**src/rtl/prco_pipe_ctrl.sv**
```systemverilog
// -----------------------------------------------------------------------------
// prco_pipe_ctrl
//
// Multi-cycle sequencer for the PRCO core. Steps one instruction at a time
// through FETCH -> DECODE -> DEC_WAIT -> EXEC -> {MEM | UART | WB} -> DONE.
// It drives the fetch, decoder-enable, ALU, RAM, register-writeback and UART
// strobes. It also owns PC advance (increment or jump load) and the
// retired-instruction counter.
//
// Every output is a register. Single-cycle strobes are loaded on the clock
// edge that enters the state they belong to, so each strobe lines up with
// the cycle the FSM spends in that state.
//
// Parameters
//   DEC_TIMEOUT  cycles allowed in DEC_WAIT before the instruction is aborted
//   OP_JMP       opcode that loads the PC instead of incrementing it
//   CNT_W        width of the retired-instruction counter
//
// Ports
//   i_clk         clock, all state on the rising edge
//   i_reset       synchronous, active-low reset
//   i_en          run enable, looked at only at instruction boundaries
//   i_imem_valid  instruction word valid from instruction memory
//   i_dec_ce      decoder: decoded instruction ready
//   i_dec_fetch   decoder: NOP/unknown, skip to the next fetch
//   i_dec_op      decoder opcode
//   i_req_ram     decoder: instruction needs a RAM access
//   i_req_ram_we  decoder: RAM access is a write
//   i_reg_we      decoder: instruction writes the register file
//   i_uart_req    decoder: instruction pushes a byte to the UART
//   i_ram_ack     RAM access complete
//   i_uart_busy   UART transmitter busy
//   q_fetch_req   pulse, start instruction fetch
//   q_dec_ce      pulse, decoder enable
//   q_alu_ce      pulse, ALU evaluate
//   q_ram_req     level, RAM request held until i_ram_ack
//   q_ram_we      level, RAM write qualifier valid with q_ram_req
//   q_reg_we      pulse, register file write
//   q_uart_we     pulse, push byte to UART
//   q_pc_inc      pulse, PC += 1
//   q_pc_load     pulse, PC <= jump target
//   q_err         pulse, decoder timeout
//   q_busy        high in every state except IDLE
//   q_retired     count of completed instructions, wraps to 0
// -----------------------------------------------------------------------------
module prco_pipe_ctrl #(
    parameter int unsigned DEC_TIMEOUT = 4,
    parameter logic [4:0]  OP_JMP      = 5'h0A,
    parameter int unsigned CNT_W       = 16
) (
    input  logic             i_clk,
    input  logic             i_reset,
    input  logic             i_en,
    input  logic             i_imem_valid,
    input  logic             i_dec_ce,
    input  logic             i_dec_fetch,
    input  logic [4:0]       i_dec_op,
    input  logic             i_req_ram,
    input  logic             i_req_ram_we,
    input  logic             i_reg_we,
    input  logic             i_uart_req,
    input  logic             i_ram_ack,
    input  logic             i_uart_busy,
    output logic             q_fetch_req,
    output logic             q_dec_ce,
    output logic             q_alu_ce,
    output logic             q_ram_req,
    output logic             q_ram_we,
    output logic             q_reg_we,
    output logic             q_uart_we,
    output logic             q_pc_inc,
    output logic             q_pc_load,
    output logic             q_err,
    output logic             q_busy,
    output logic [CNT_W-1:0] q_retired
);

    // The timeout counter runs 0 .. DEC_TIMEOUT-1 while the decoder is silent.
    localparam int unsigned      TMO_W    = (DEC_TIMEOUT > 1) ? $clog2(DEC_TIMEOUT) : 1;
    localparam logic [TMO_W-1:0] TMO_LAST = TMO_W'(DEC_TIMEOUT - 1);

    typedef enum logic [3:0] {
        S_IDLE     = 4'd0,
        S_FETCH    = 4'd1,
        S_DECODE   = 4'd2,
        S_DEC_WAIT = 4'd3,
        S_EXEC     = 4'd4,
        S_MEM      = 4'd5,
        S_UART     = 4'd6,
        S_WB       = 4'd7,
        S_DONE     = 4'd8
    } state_t;

    state_t           state_r;
    logic [TMO_W-1:0] tmo_cnt_r;

    // Decoder outputs captured on i_dec_ce; they steer EXEC/MEM/DONE.
    logic [4:0]       op_r;
    logic             req_ram_r;
    logic             ram_we_r;
    logic             reg_we_r;
    logic             uart_req_r;

    function automatic logic is_jmp_f(input logic [4:0] op);
        return (op == OP_JMP);
    endfunction

    // Sequencer: state, timeout counter, latched decoder flags, all outputs
    always_ff @(posedge i_clk) begin
        if (!i_reset) begin
            state_r     <= S_IDLE;
            tmo_cnt_r   <= {TMO_W{1'b0}};
            op_r        <= 5'd0;
            req_ram_r   <= 1'b0;
            ram_we_r    <= 1'b0;
            reg_we_r    <= 1'b0;
            uart_req_r  <= 1'b0;
            q_fetch_req <= 1'b0;
            q_dec_ce    <= 1'b0;
            q_alu_ce    <= 1'b0;
            q_ram_req   <= 1'b0;
            q_ram_we    <= 1'b0;
            q_reg_we    <= 1'b0;
            q_uart_we   <= 1'b0;
            q_pc_inc    <= 1'b0;
            q_pc_load   <= 1'b0;
            q_err       <= 1'b0;
            q_busy      <= 1'b0;
            q_retired   <= {CNT_W{1'b0}};
        end else begin
            // Strobes fall back to zero unless the transition below re-arms them.
            q_fetch_req <= 1'b0;
            q_dec_ce    <= 1'b0;
            q_alu_ce    <= 1'b0;
            q_reg_we    <= 1'b0;
            q_uart_we   <= 1'b0;
            q_pc_inc    <= 1'b0;
            q_pc_load   <= 1'b0;
            q_err       <= 1'b0;

            case (state_r)
                S_IDLE: begin
                    if (i_en) begin
                        state_r     <= S_FETCH;
                        q_fetch_req <= 1'b1;
                        q_busy      <= 1'b1;
                    end else begin
                        state_r     <= S_IDLE;
                    end
                end

                S_FETCH: begin
                    if (i_imem_valid) begin
                        state_r  <= S_DECODE;
                        q_dec_ce <= 1'b1;
                    end else begin
                        state_r  <= S_FETCH;
                    end
                end

                S_DECODE: begin
                    state_r   <= S_DEC_WAIT;
                    tmo_cnt_r <= {TMO_W{1'b0}};
                end

                S_DEC_WAIT: begin
                    if (i_dec_ce) begin
                        // A decoded instruction wins over a simultaneous skip.
                        state_r    <= S_EXEC;
                        q_alu_ce   <= 1'b1;
                        op_r       <= i_dec_op;
                        req_ram_r  <= i_req_ram;
                        ram_we_r   <= i_req_ram_we;
                        reg_we_r   <= i_reg_we;
                        uart_req_r <= i_uart_req;
                    end else if (i_dec_fetch) begin
                        // NOP: retire and step the PC; flags are cleared so a
                        // stale jump opcode cannot turn this into a PC load.
                        state_r    <= S_DONE;
                        op_r       <= 5'd0;
                        req_ram_r  <= 1'b0;
                        ram_we_r   <= 1'b0;
                        reg_we_r   <= 1'b0;
                        uart_req_r <= 1'b0;
                        q_pc_inc   <= 1'b1;
                        q_retired  <= q_retired + CNT_W'(1);
                    end else if (tmo_cnt_r == TMO_LAST) begin
                        // Decoder never answered: abort and refetch, PC untouched.
                        state_r     <= S_FETCH;
                        q_err       <= 1'b1;
                        q_fetch_req <= 1'b1;
                    end else begin
                        state_r   <= S_DEC_WAIT;
                        tmo_cnt_r <= tmo_cnt_r + TMO_W'(1);
                    end
                end

                S_EXEC: begin
                    if (req_ram_r) begin
                        state_r   <= S_MEM;
                        q_ram_req <= 1'b1;
                        q_ram_we  <= ram_we_r;
                    end else if (uart_req_r) begin
                        state_r   <= S_UART;
                    end else if (reg_we_r) begin
                        state_r   <= S_WB;
                        q_reg_we  <= 1'b1;
                    end else begin
                        state_r   <= S_DONE;
                        q_pc_load <= is_jmp_f(op_r);
                        q_pc_inc  <= !is_jmp_f(op_r);
                        q_retired <= q_retired + CNT_W'(1);
                    end
                end

                S_MEM: begin
                    if (i_ram_ack) begin
                        q_ram_req <= 1'b0;
                        q_ram_we  <= 1'b0;
                        if (reg_we_r) begin
                            state_r   <= S_WB;
                            q_reg_we  <= 1'b1;
                        end else begin
                            state_r   <= S_DONE;
                            q_pc_load <= is_jmp_f(op_r);
                            q_pc_inc  <= !is_jmp_f(op_r);
                            q_retired <= q_retired + CNT_W'(1);
                        end
                    end else begin
                        state_r <= S_MEM;
                    end
                end

                S_UART: begin
                    // q_uart_we is raised for the last UART cycle, then DONE.
                    if (q_uart_we) begin
                        state_r   <= S_DONE;
                        q_pc_load <= is_jmp_f(op_r);
                        q_pc_inc  <= !is_jmp_f(op_r);
                        q_retired <= q_retired + CNT_W'(1);
                    end else if (!i_uart_busy) begin
                        state_r   <= S_UART;
                        q_uart_we <= 1'b1;
                    end else begin
                        state_r   <= S_UART;
                    end
                end

                S_WB: begin
                    state_r   <= S_DONE;
                    q_pc_load <= is_jmp_f(op_r);
                    q_pc_inc  <= !is_jmp_f(op_r);
                    q_retired <= q_retired + CNT_W'(1);
                end

                S_DONE: begin
                    if (i_en) begin
                        state_r     <= S_FETCH;
                        q_fetch_req <= 1'b1;
                        q_busy      <= 1'b1;
                    end else begin
                        state_r     <= S_IDLE;
                        q_busy      <= 1'b0;
                    end
                end

                default: begin
                    state_r   <= S_IDLE;
                    q_ram_req <= 1'b0;
                    q_ram_we  <= 1'b0;
                    q_busy    <= 1'b0;
                end
            endcase
        end
    end

endmodule

```
**config.mk**
```make
export PLATFORM = sky130hd
export DESIGN_NAME = prco_pipe_ctrl
export DESIGN_NICKNAME = d
export VERILOG_FILES = /design/src/rtl/prco_pipe_ctrl.sv
export SDC_FILE = /design/constraint.sdc
export NUM_CORES = 1
export LEC_CHECK = 0
export CAP_MARGIN = 25
export CORE_MARGIN = 2
export CORE_UTILIZATION = 50
export CTS_BUF_LIST = sky130_fd_sc_hd__clkbuf_16
export DETAILED_ROUTE_END_ITERATION = 12
export GPL_TIMING_DRIVEN = 0
export HOLD_SLACK_MARGIN = 0.15
export PLACE_DENSITY = 0.89
export SLEW_MARGIN = 0
export SYNTH_ARGS = -nofsm -noshare
export SYNTH_HDL_FRONTEND = slang
export SYNTH_SLANG_ARGS = --single-unit
```
**constraint.sdc**
```tcl
create_clock -name i_clk -period 3.4 [get_ports i_clk]
set_clock_uncertainty 0.1 [all_clocks]
set_input_delay 0.34 -clock i_clk [delete_from_list [all_inputs] [get_ports i_clk]]
set_output_delay 0.34 -clock i_clk [all_outputs]
set_load 0.01 [all_outputs]
```
---- Word level (Yosys, flattened, before mapping) ----
Cells that the tools add are included.
operators by class
  add/subtract/negate cells ............... 2
  equality and inequality tests ........... 20
  muxes and demuxes ....................... 64
  bitwise gates (word level) .............. 4
  reduce and logical (&&, ||, !) cells .... 16
operators with widths
  cell                   count
  $mux 16                7
  $pmux 16 s5            1
  $mux 1                 33
  $pmux 4 s8             1
  $mux 4                 7
  $ne 2x2->1 const B     10
  $add 16x1->16 const B  1
  $eq 4x3->1 const B     4
  $reduce_or 7->1        2
  $mux 2                 5
  $mux 5                 2
  $pmux 1 s3             3
  $eq 4x2->1 const B     2
  $reduce_and 2->1       4
  $reduce_and 7->1       1
  $eq 5x4->1 const B     1
  $pmux 1 s5             1
  $reduce_bool 5->1      1
  $eq 4x1->1 const B     1
  $eq 4x4->1 const B     1
  $logic_not 4->1        1
  $not 1->1              4
  $pmux 1 s2             2
  $pmux 1 s4             1
  9 further kinds        10
word-level totals
  bits in registers ....................... 42
  bits of input ports ..................... 17
  output and inout bits ................... 27

---- Depth between registers and ports, before layout ----
Gate-level depths: netlist of the first run.
  depth in word-level cells ............... 6
  mapped depth ............................ 7
  gate-level depth less buffers ........... 6

---- Worst setup path after synthesis of the first run ----
OpenSTA, ideal clock, no wires.
  kind .................................... register to register
  start ................................... reg req_ram_r
  end ..................................... reg q_retired[11]
  library setup time ...................... 71 ps
  arrival time ............................ 1,801 ps
  data required time ...................... 3,229 ps
  path slack .............................. 1,429 ps
  cell stages (with the launch flop) ...... 7
  buffers on the path ..................... 1
  cells stage by stage .................... dfxtp_1 or3b_1 o211ai_2 o2111ai_2 buf_6 or4_1 a21oi_1
on the way
  word-level cells in the longest chain between the ends .. 2
ends and longest elaborated chain
  what                               line  source
  start, declared                    99    logic req_ram_r;
  start signal, assigned             172   req_ram_r <= i_req_ram;
  $ne 2x2->1 (no source line)        --
  $reduce_and 7->1 (no source line)  --
  end signal, assigned               129   q_retired <= {CNT_W{1'b0}};
  end signal, assigned               186   q_retired <= q_retired + CNT_W'(1);
  end signal, assigned               212   q_retired <= q_retired + CNT_W'(1);
  end, declared                      75    output logic [CNT_W-1:0] q_retired
No other way between the ends.
A chain may end at the register's enable or synchronous reset.

---- Worst setup path in the final report of the first run ----
  start ................................... in i_dec_ce
  end ..................................... reg q_retired[1]
on the way
  word-level cells in the longest chain between the ends .. 2
ends and longest elaborated chain
  what                               line  source
  start, declared                    55    input logic i_dec_ce,
  $ne 2x2->1 (no source line)        --
  $reduce_and 7->1 (no source line)  --
No other way between the ends.

==> results of run 1 <==
[metrics by stage]
step / setup WS, ps / power (mW)
after global routing: 848 / 1.33
after floorplan: 1430 / 0.731
after detailed placement: 756 / 0.818
after global placement: 777 / 0.815
after CTS: 1040 / 1.27
final: 990 / 1.27
[worst max-delay path, stage by stage]
cell and delay (ps):
clkdlybuf4s50_1 610, and3b_1 230, o211ai_1 140, o2111ai_2 200, clkbuf_1 370, buf_2 310, mux2i_1 210, nor2_1 50
[worst max-delay path by stage]
stage / start / end / slack [ps] / depth (start not counted)
after floorplan: req_ram_r / q_retired[11] / 1430 / 6
after global placement: i_dec_ce / q_retired[1] / 780 / 8
after CTS: i_dec_ce / q_retired[1] / 1040 / 8
final: i_dec_ce / q_retired[1] / 990 / 8
after detailed placement: i_dec_ce / q_retired[1] / 760 / 8
after global routing: i_dec_ce / q_retired[1] / 850 / 8
[power by group]
group / internal (mW) / leakage (nW) / switching, mW
Clock: 0.268 / 0.0672 / 0.191
Sequential: 0.520 / 0.339 / 0.0269
Combinational: 0.113 / 0.466 / 0.155
Total: 0.901 / 0.872 / 0.373
[cells in the final DEF (no fill, tap or decap), types with 2 or more instances in the layout]
master,instances
or4_1,7
nor4_1,3
clkbuf_16,5
ha_1,2
mux2i_1,3
o21ai_1,8
nand3_1,11
o21a_1,2
and2_1,3
a31oi_1,2
inv_1,6
nor3b_1,3
and3_1,4
nand4_1,3
dfxtp_1,42
nor2b_1,4
clkbuf_1,7
nor2_1,14
nand2_1,13
clkdlybuf4s50_1,43
o31ai_1,9
clkinv_1,2
nor3_1,4
o21ai_0,7
a22o_1,8
or3_1,7
a21oi_1,25
nand2b_1,3
[flip-flops by register name (all words and copies together), names as in the netlist]
signal,cells
uart_req_r,1
q_reg_we,1
q_retired,16
q_fetch_req,1
op_r,5
ram_we_r,1
q_pc_inc,1
tmo_cnt_r,2
state_r,4
q_err,1
q_alu_ce,1
req_ram_r,1
reg_we_r,1
q_ram_req,1
q_dec_ce,1
q_busy,1
q_uart_we,1
q_pc_load,1
q_ram_we,1
[cell families (layout without fill, tap and decap cells)]
logic type / count (synthesis) / in the layout / synth area share, %
fa+ha+maj: 2 / 2 / 1.33
compound gates: 68 / 68 / 23.1
flops: 42 / 42 / 44.5
buf+inv: 17 / 68 / 3.84
xor+xnor: 1 / 1 / 0.464
simple gates: 86 / 86 / 25.2
mux: 3 / 3 / 1.59
[per-layer routing]
| metal | share of wire [%] | up-vias | GRT usage, % | routed length, um |
|---|---|---|---|---|
| met5 | 0 | - | 0 | 0 |
| met4 | 2.4 | 0 | 10.2 | 112 |
| li1 | - | 915 | - | - |
| met2 | 46 | 93 | 38.0 | 2170 |
| met3 | 8.0 | 15 | 7.19 | 376 |
| met1 | 43 | 861 | 30.0 | 2050 |
[cell type report]
cell class / count / area, um^2
Fill cell: 307 / 1110
Buffer: 10 / 46.3
Inverter: 7 / 26.3
Clock inverter: 3 / 16.3
Sequential cell: 42 / 841
Clock buffer: 5 / 125
Timing Repair Buffer: 43 / 430
Multi-Input combinational cell: 160 / 975
Tap cell: 48 / 60.1
==> results.toml, run 1 <==
[die]
io_pins = 44
die_area_um2 = 4280
initial_core_util_pct = 52.0
rows = 22
die_h_um = 65.5
coreArea_um2 = 3630
die_width_um = 65.5

[route]
firstDrtPassIters = 4
via_count = 1884
antenna_left = 0
wl_per_cell_um = 14.8
routed_wl_um = 4710
vias_per_cell = 5.92
drc = 0
drt_iter0_markers = 158

[cells_and_area]
finish.utilization_pct = 69.4
area_delta_synth_final_pct = 33.5
antenna_cells = 0
final_cells = 318
fin_area_um2 = 2520
fin_nets = 288
drive_above_1_share_pct = 4.44

[setup_path]
critical_path_arrival_ps = 2470
start_kind = "primary input"
rrSetupSlack_ps = 1140
rr_worst_depth = 7
reg2reg_to = "q_retired[1]"
r2r-start = "state_r[1]"
cp-end-kind = "flop"
crit_fanout = 10
critPathRequiredTime_ps = 3460
crit_type = "primary input to flop"

[place]
placed_area_um2 = 2380
globalplace.congestion = 0.914
dpl.cell_count = 310
port_buffers = 43
place_hpwl_um = 3180

[synthesis]
yosys.area.top_type = "dfxtp_1"
postSynthCellCount = 219
synth.avg_cell_area_um2 = 8.62
ys_seq_area_share_pct = 44.5
ys_warn_count = 0
yosysMostFrequentCell = "dfxtp_1"
synthArstFlopShare_pct = 0
synth.cell_area_um2 = 1890
synth_nets = 238
synth_top_cell_area_share_pct = 44.5
synth_seq_cells = 42
synth_top_flop_cell = "dfxtp_1"
synthTopCellsByArea = "dfxtp_1, a21oi_1, a22o_1"
yosys.cell_types.count = 44
synthTopCellsByCount = "dfxtp_1, a21oi_1, nor2_1"
synth_edf_count = 0

[worst_hold_path]
min_path_cells = 2
hold_path_class = "flop to flop"
hold_start = "q_ram_we"
holdPathEnd = "q_ram_we"

[flow_run]
drv_cap = 0

[timing]
worst_pin_slew_ps = 501
rsz0062_at_grt = "no"
slew_headroom_pct = 66.6
whs_ps = 366
setup_tns_ps = 0
post-route-period-util_pct = 70.9
setup_viol = 0
drv_slew = 0
fin_crit_ps = 2410
hold_violations = 0
fmax_mhz = 415

[clock_network]
postCtsSetupBuffers = 0
clk_pin_slew_ps = 60
post_cts_resized = 0
cts_buffers = 5
clkLatencyLatePin_ps = 280
htreeDepth = 2
tritoncts = "done"
clock_sinks = 42
clock_path_buffers = 2
cts_hold_buffers = 0
root_buffer = "clkbuf_16"

[global_route]
grt_max_degree = 14
grt_pass1_vias = 1734
grt_pass1_wl_um = 7870
track_usage_pct = 23.9
antenna_found_initial = 0
grt.overflow.total = 0

[power_and_ir_drop]
powerDensity_nw_per_um2 = 506
vdd_ir_drop_max_v = 0.000316
p_leak_nw = 0.872

[outcome]
status = "finished, final reports clean"
No activity file was read; power rests on OpenSTA's default activity.
==> run 2, diff against run 1 <==
CORE_UTILIZATION = 49   (was 50)
PLACE_DENSITY = 0.88   (was 0.89)
clock period = 2.5 ns   (was 3.4 ns; I/O delays follow)
==> run 2 against run 1 <==
Net effect: register-to-register slack got worse by 890 ps; combinational power up 40%; hold slack better by 10 ps; sequential share of layout area down 0.63 points; via count about the same; largest power group is now the clock network; cell count stayed put; utilization increased by 0.29 points; global-route usage grew 0.68 points; power up 53%; die area grew 1.9%; critical path depth shrank 1.
==> results.toml, run 2 (synthesized netlist as in run 1, its figures left out) <==
[timing]
setup_viol = 0
fin_crit_ps = 2350
drv_slew = 0
fmax_mhz = 425
worst_pin_slew_ps = 495
hold_violations = 0
slew_headroom_pct = 67.0
post-route-period-util_pct = 94.1
rsz0062_at_grt = "no"

[cells_and_area]
final_cells = 318
final_cell_mix = "clkdlybuf4s50_1, dfxtp_1, a21oi_1, nor2_1, nand2_1"
largest_reg_flops = 16
fill_cells = 293
mostFrequentLayoutCell = "clkdlybuf4s50_1"
fin_area_um2 = 2570
drive_above_1_share_pct = 4.81
seq_area_um2 = 841
multiInputGateArea_um2 = 975
antenna_cells = 0
area_delta_synth_final_pct = 36.1
reg_top3 = "q_retired (16), op_r (5), state_r (4)"
largest-register = "q_retired"
fin_nets = 288

[power_and_ir_drop]
vdd_ir_drop_max_v = 0.000411
p_leak_nw = 0.899
total_power_mw = 1.94
powerDensity_nw_per_um2 = 756

[setup_path]
critPathRequiredTime_ps = 2610
r2r-start = "state_r[1]"
critical_path_arrival_ps = 2460
rr_worst_depth = 7
cp-end-kind = "flop"
reg2reg_to = "q_retired[1]"
start_kind = "primary input"
crit_type = "primary input to flop"
crit_fanout = 10
rrSetupSlack_ps = 250

[outcome]
status = "finished, final reports clean"

[place]
globalplace.congestion = 0.907
dpl.cell_count = 310
port_buffers = 43
place_hpwl_um = 3220
placed_area_um2 = 2380

[clock_network]
cts_hold_buffers = 0
root_buffer = "clkbuf_16"
htreeDepth = 2
clkLatencyLatePin_ps = 280
clock_path_buffers = 2
postCtsSetupBuffers = 0
post_cts_resized = 0
clock_sinks = 42
clk_pin_slew_ps = 60
tritoncts = "done"
cts_buffers = 5

[worst_hold_path]
hold_start = "q_ram_we"
min_path_cells = 2
hold_path_class = "flop to flop"
holdPathEnd = "q_ram_we"

[route]
drt_iter0_markers = 226
firstDrtPassIters = 4
drc = 0
wl_per_cell_um = 15.1
via_count = 1883
antenna_left = 0
routed_wl_um = 4820
vias_per_cell = 5.92

[global_route]
grt_pass1_vias = 1749
grt_pass1_wl_um = 8270
grt_max_degree = 14
track_usage_pct = 24.6
antenna_found_initial = 0
grt.overflow.total = 0

[die]
die_area_um2 = 4370
coreArea_um2 = 3690
io_pins = 44
die_width_um = 66.1
rows = 22
die_h_um = 66.1
initial_core_util_pct = 51.2

[flow_run]
drv_cap = 0
-- run 2: changes by cell type in the layout (fill, tap and decap cells not counted) --
cell / change
bufinv_16: +2
clkinvlp_4: -1
clkinv_2: -1
clkbuf_2: +1
clkbuf_1: -1
-- run 2: how the worst max path moves through the flow --
| stage | from | endpoint | slack (ps) |
|---|---|---|---|
| after floorplan | req_ram_r | q_retired[11] | 530 |
| after global placement | i_dec_ce | q_retired[1] | -50 |
| after detailed placement | i_dec_ce | q_retired[1] | -90 |
| after CTS | i_dec_ce | q_retired[1] | 140 |
| after global routing | i_dec_ce | q_retired[10] | 40 |
| final | i_dec_ce | q_retired[12] | 150 |
-- run 2: critical path, stage by stage --
cell             delay (ps)
clkdlybuf4s50_1         560
and3b_1                 240
o211ai_1                280
o2111ai_2               270
buf_6                   210
or4_1                   500
a21oi_1                 140
-- run 2: through the flow --
step / setup slack (ps) / TNS (ps) / util [%] / hold WS (ps)
floorplan: 529 / 0 / - / 229
global placement: -53.5 / -65.1 / 64.5 / 350
detailed placement: -92.8 / -499 / 64.5 / 361
CTS: 135 / 0 / 69.6 / 374
global route: 44.4 / 0 / 69.6 / 394
finish: 147 / 0 / 69.6 / 376
-- run 2: report_power, final --
part / internal [mW] / switching [mW]
Clock: 0.568 / 0.257
Sequential: 0.708 / 0.0358
Combinational: 0.155 / 0.220
-- run 2: final cells by class --
cell class,count,area share (%)
timing repair buffer,43,16.8
clock buffer,5,4.87
multi-input combinational,160,37.9
clock inverter,3,2.48
sequential,42,32.7
inverter,7,1.02
buffer,10,1.85
tap,48,2.34
-- run 2: metal layers --
layer	part of all wire, %	global-route usage (%)	vias up
met5	0	0	-
met4	2.2	9.69	0
met3	4.8	5.28	11
met2	48	38.8	74
met1	45	32.7	881
li1	-	-	917
==> run 3, diff against run 2 <==
CORE_MARGIN = 10   (was 2)
==> run 3 against run 2 <==
Net effect: via count up 1.4%; largest cell class unchanged; sequential cell count unchanged; critical path type unchanged; highest routed layer unchanged; largest power group is now sequential cells; first-iteration DRC count is 15% lower; clock power down 27%; hold slack lost 8.2 ps; sequential power barely moved; critical endpoint unchanged.
==> results.toml, run 3 (synthesized netlist as in run 1, its figures left out) <==
[clock_network]
clock_path_buffers = 2
tritoncts = "done"
root_buffer = "clkbuf_16"
htreeDepth = 2
clk_pin_slew_ps = 60
clkLatencyLatePin_ps = 280
clock_sinks = 42
cts_buffers = 5
cts_hold_buffers = 0
postCtsSetupBuffers = 0
post_cts_resized = 0

[route]
wl_per_cell_um = 15.7
routed_wl_um = 5000
vias_per_cell = 6.01
antenna_left = 0
drc = 0
via_count = 1910
firstDrtPassIters = 6
drt_iter0_markers = 193

[cells_and_area]
mostFrequentLayoutCell = "clkdlybuf4s50_1"
area_delta_synth_final_pct = 33.3
reg_top3 = "q_retired (16), op_r (5), state_r (4)"
drive_above_1_share_pct = 4.44
largest_reg_flops = 16
largest-register = "q_retired"
fin_area_um2 = 2520
fill_cells = 314
final_cell_mix = "clkdlybuf4s50_1, dfxtp_1, a21oi_1, nor2_1, nand2_1"
antenna_cells = 0
seq_area_um2 = 841
fin_nets = 288
multiInputGateArea_um2 = 975

[power_and_ir_drop]
vdd_ir_drop_max_v = 0.000695
p_leak_nw = 0.880
powerDensity_nw_per_um2 = 682
total_power_mw = 1.72

[worst_hold_path]
hold_start = "q_ram_we"
holdPathEnd = "q_ram_we"
hold_path_class = "flop to flop"
min_path_cells = 2

[setup_path]
start_kind = "primary input"
crit_fanout = 10
critical_path_arrival_ps = 2400
slowest_stage = "clkdlybuf4s50_1"
critPathBufInv = 2
rrSetupSlack_ps = 270
cp-end-kind = "flop"
crit_family = "buffers and inverters"
reg2reg_to = "q_retired[12]"
critPathRequiredTime_ps = 2610
r2r-start = "state_r[2]"
crit_type = "primary input to flop"
slowest_delay_ps = 530
rr_worst_depth = 6
crit_chain = "clkdlybuf4s50_1 -> and3b_1 -> o211ai_1 -> o2111ai_2 -> buf_6 -> or4_1 -> a21oi_1"

[timing]
setup_viol = 0
setup_tns_ps = 0
drv_slew = 0
hold_violations = 0
post-route-period-util_pct = 91.6
fin_crit_ps = 2290
slew_headroom_pct = 69.4
worst_pin_slew_ps = 458
fmax_mhz = 437
rsz0062_at_grt = "no"

[global_route]
grt_pass1_vias = 1766
track_usage_pct = 15.1
grt_max_degree = 13
antenna_found_initial = 0
grt_pass1_wl_um = 8170
grt.overflow.total = 0

[flow_run]
drv_cap = 0

[die]
die_width_um = 82.1
rows = 22
io_pins = 44
coreArea_um2 = 3690
die_h_um = 82.1
die_area_um2 = 6740
initial_core_util_pct = 51.2

[outcome]
status = "finished, final reports clean"

[place]
placed_area_um2 = 2380
port_buffers = 43
place_hpwl_um = 3530
globalplace.congestion = 0.891
## run 3: area by class of cell
cell class / instances / share of cell area, %
clock inverter: 3 / 0.497
inverter: 7 / 1.04
buffer: 10 / 1.89
multi-input combinational: 160 / 38.7
sequential: 42 / 33.4
tap: 48 / 2.39
clock buffer: 5 / 4.97
timing repair buffer: 43 / 17.1
## run 3: per-layer routing
layer	up-vias	part of all wire, %	global-route usage (%)
met3	18	7.6	3.49
met4	0	2.5	4.76
met2	80	48	25.2
met5	-	0	0
met1	893	42	18.7
li1	919	-	-
## run 3: worst max path at each step
stage | start | end | slack [ps] | cells after the start
after detailed placement | i_dec_ce | q_retired[1] | -60 | 8
after global routing | i_dec_ce | q_retired[11] | 80 | 7
after CTS | i_dec_ce | q_retired[1] | 190 | 8
final | i_dec_ce | q_retired[12] | 210 | 7
after floorplan | req_ram_r | q_retired[11] | 530 | 6
after global placement | i_dec_ce | q_retired[1] | -40 | 8
## run 3: where the power goes
part           internal [mW]  total [mW]  switching (mW)
registers              0.708       0.745          0.0367
logic                  0.154       0.371           0.217
clock network          0.360       0.601           0.241
## run 3: tightest hold or removal path, cell delays in order, from the launching register on
cell and delay, ps:
dfxtp_1 310, nand2_1 50, a21oi_1 50
## run 3: per-stage QoR
stage          worst slack [ps]  cells  hold slack [ps]  utilization, %
2_1_floorplan               529    219              229               -
3_3_place_gp              -44.5    310              350            64.5
3_5_place_dp              -60.4    310              354            64.5
4_1_cts                     191    318              372            68.2
5_1_grt                    79.8    318              388            68.2
6_report                    210    318              368            68.2
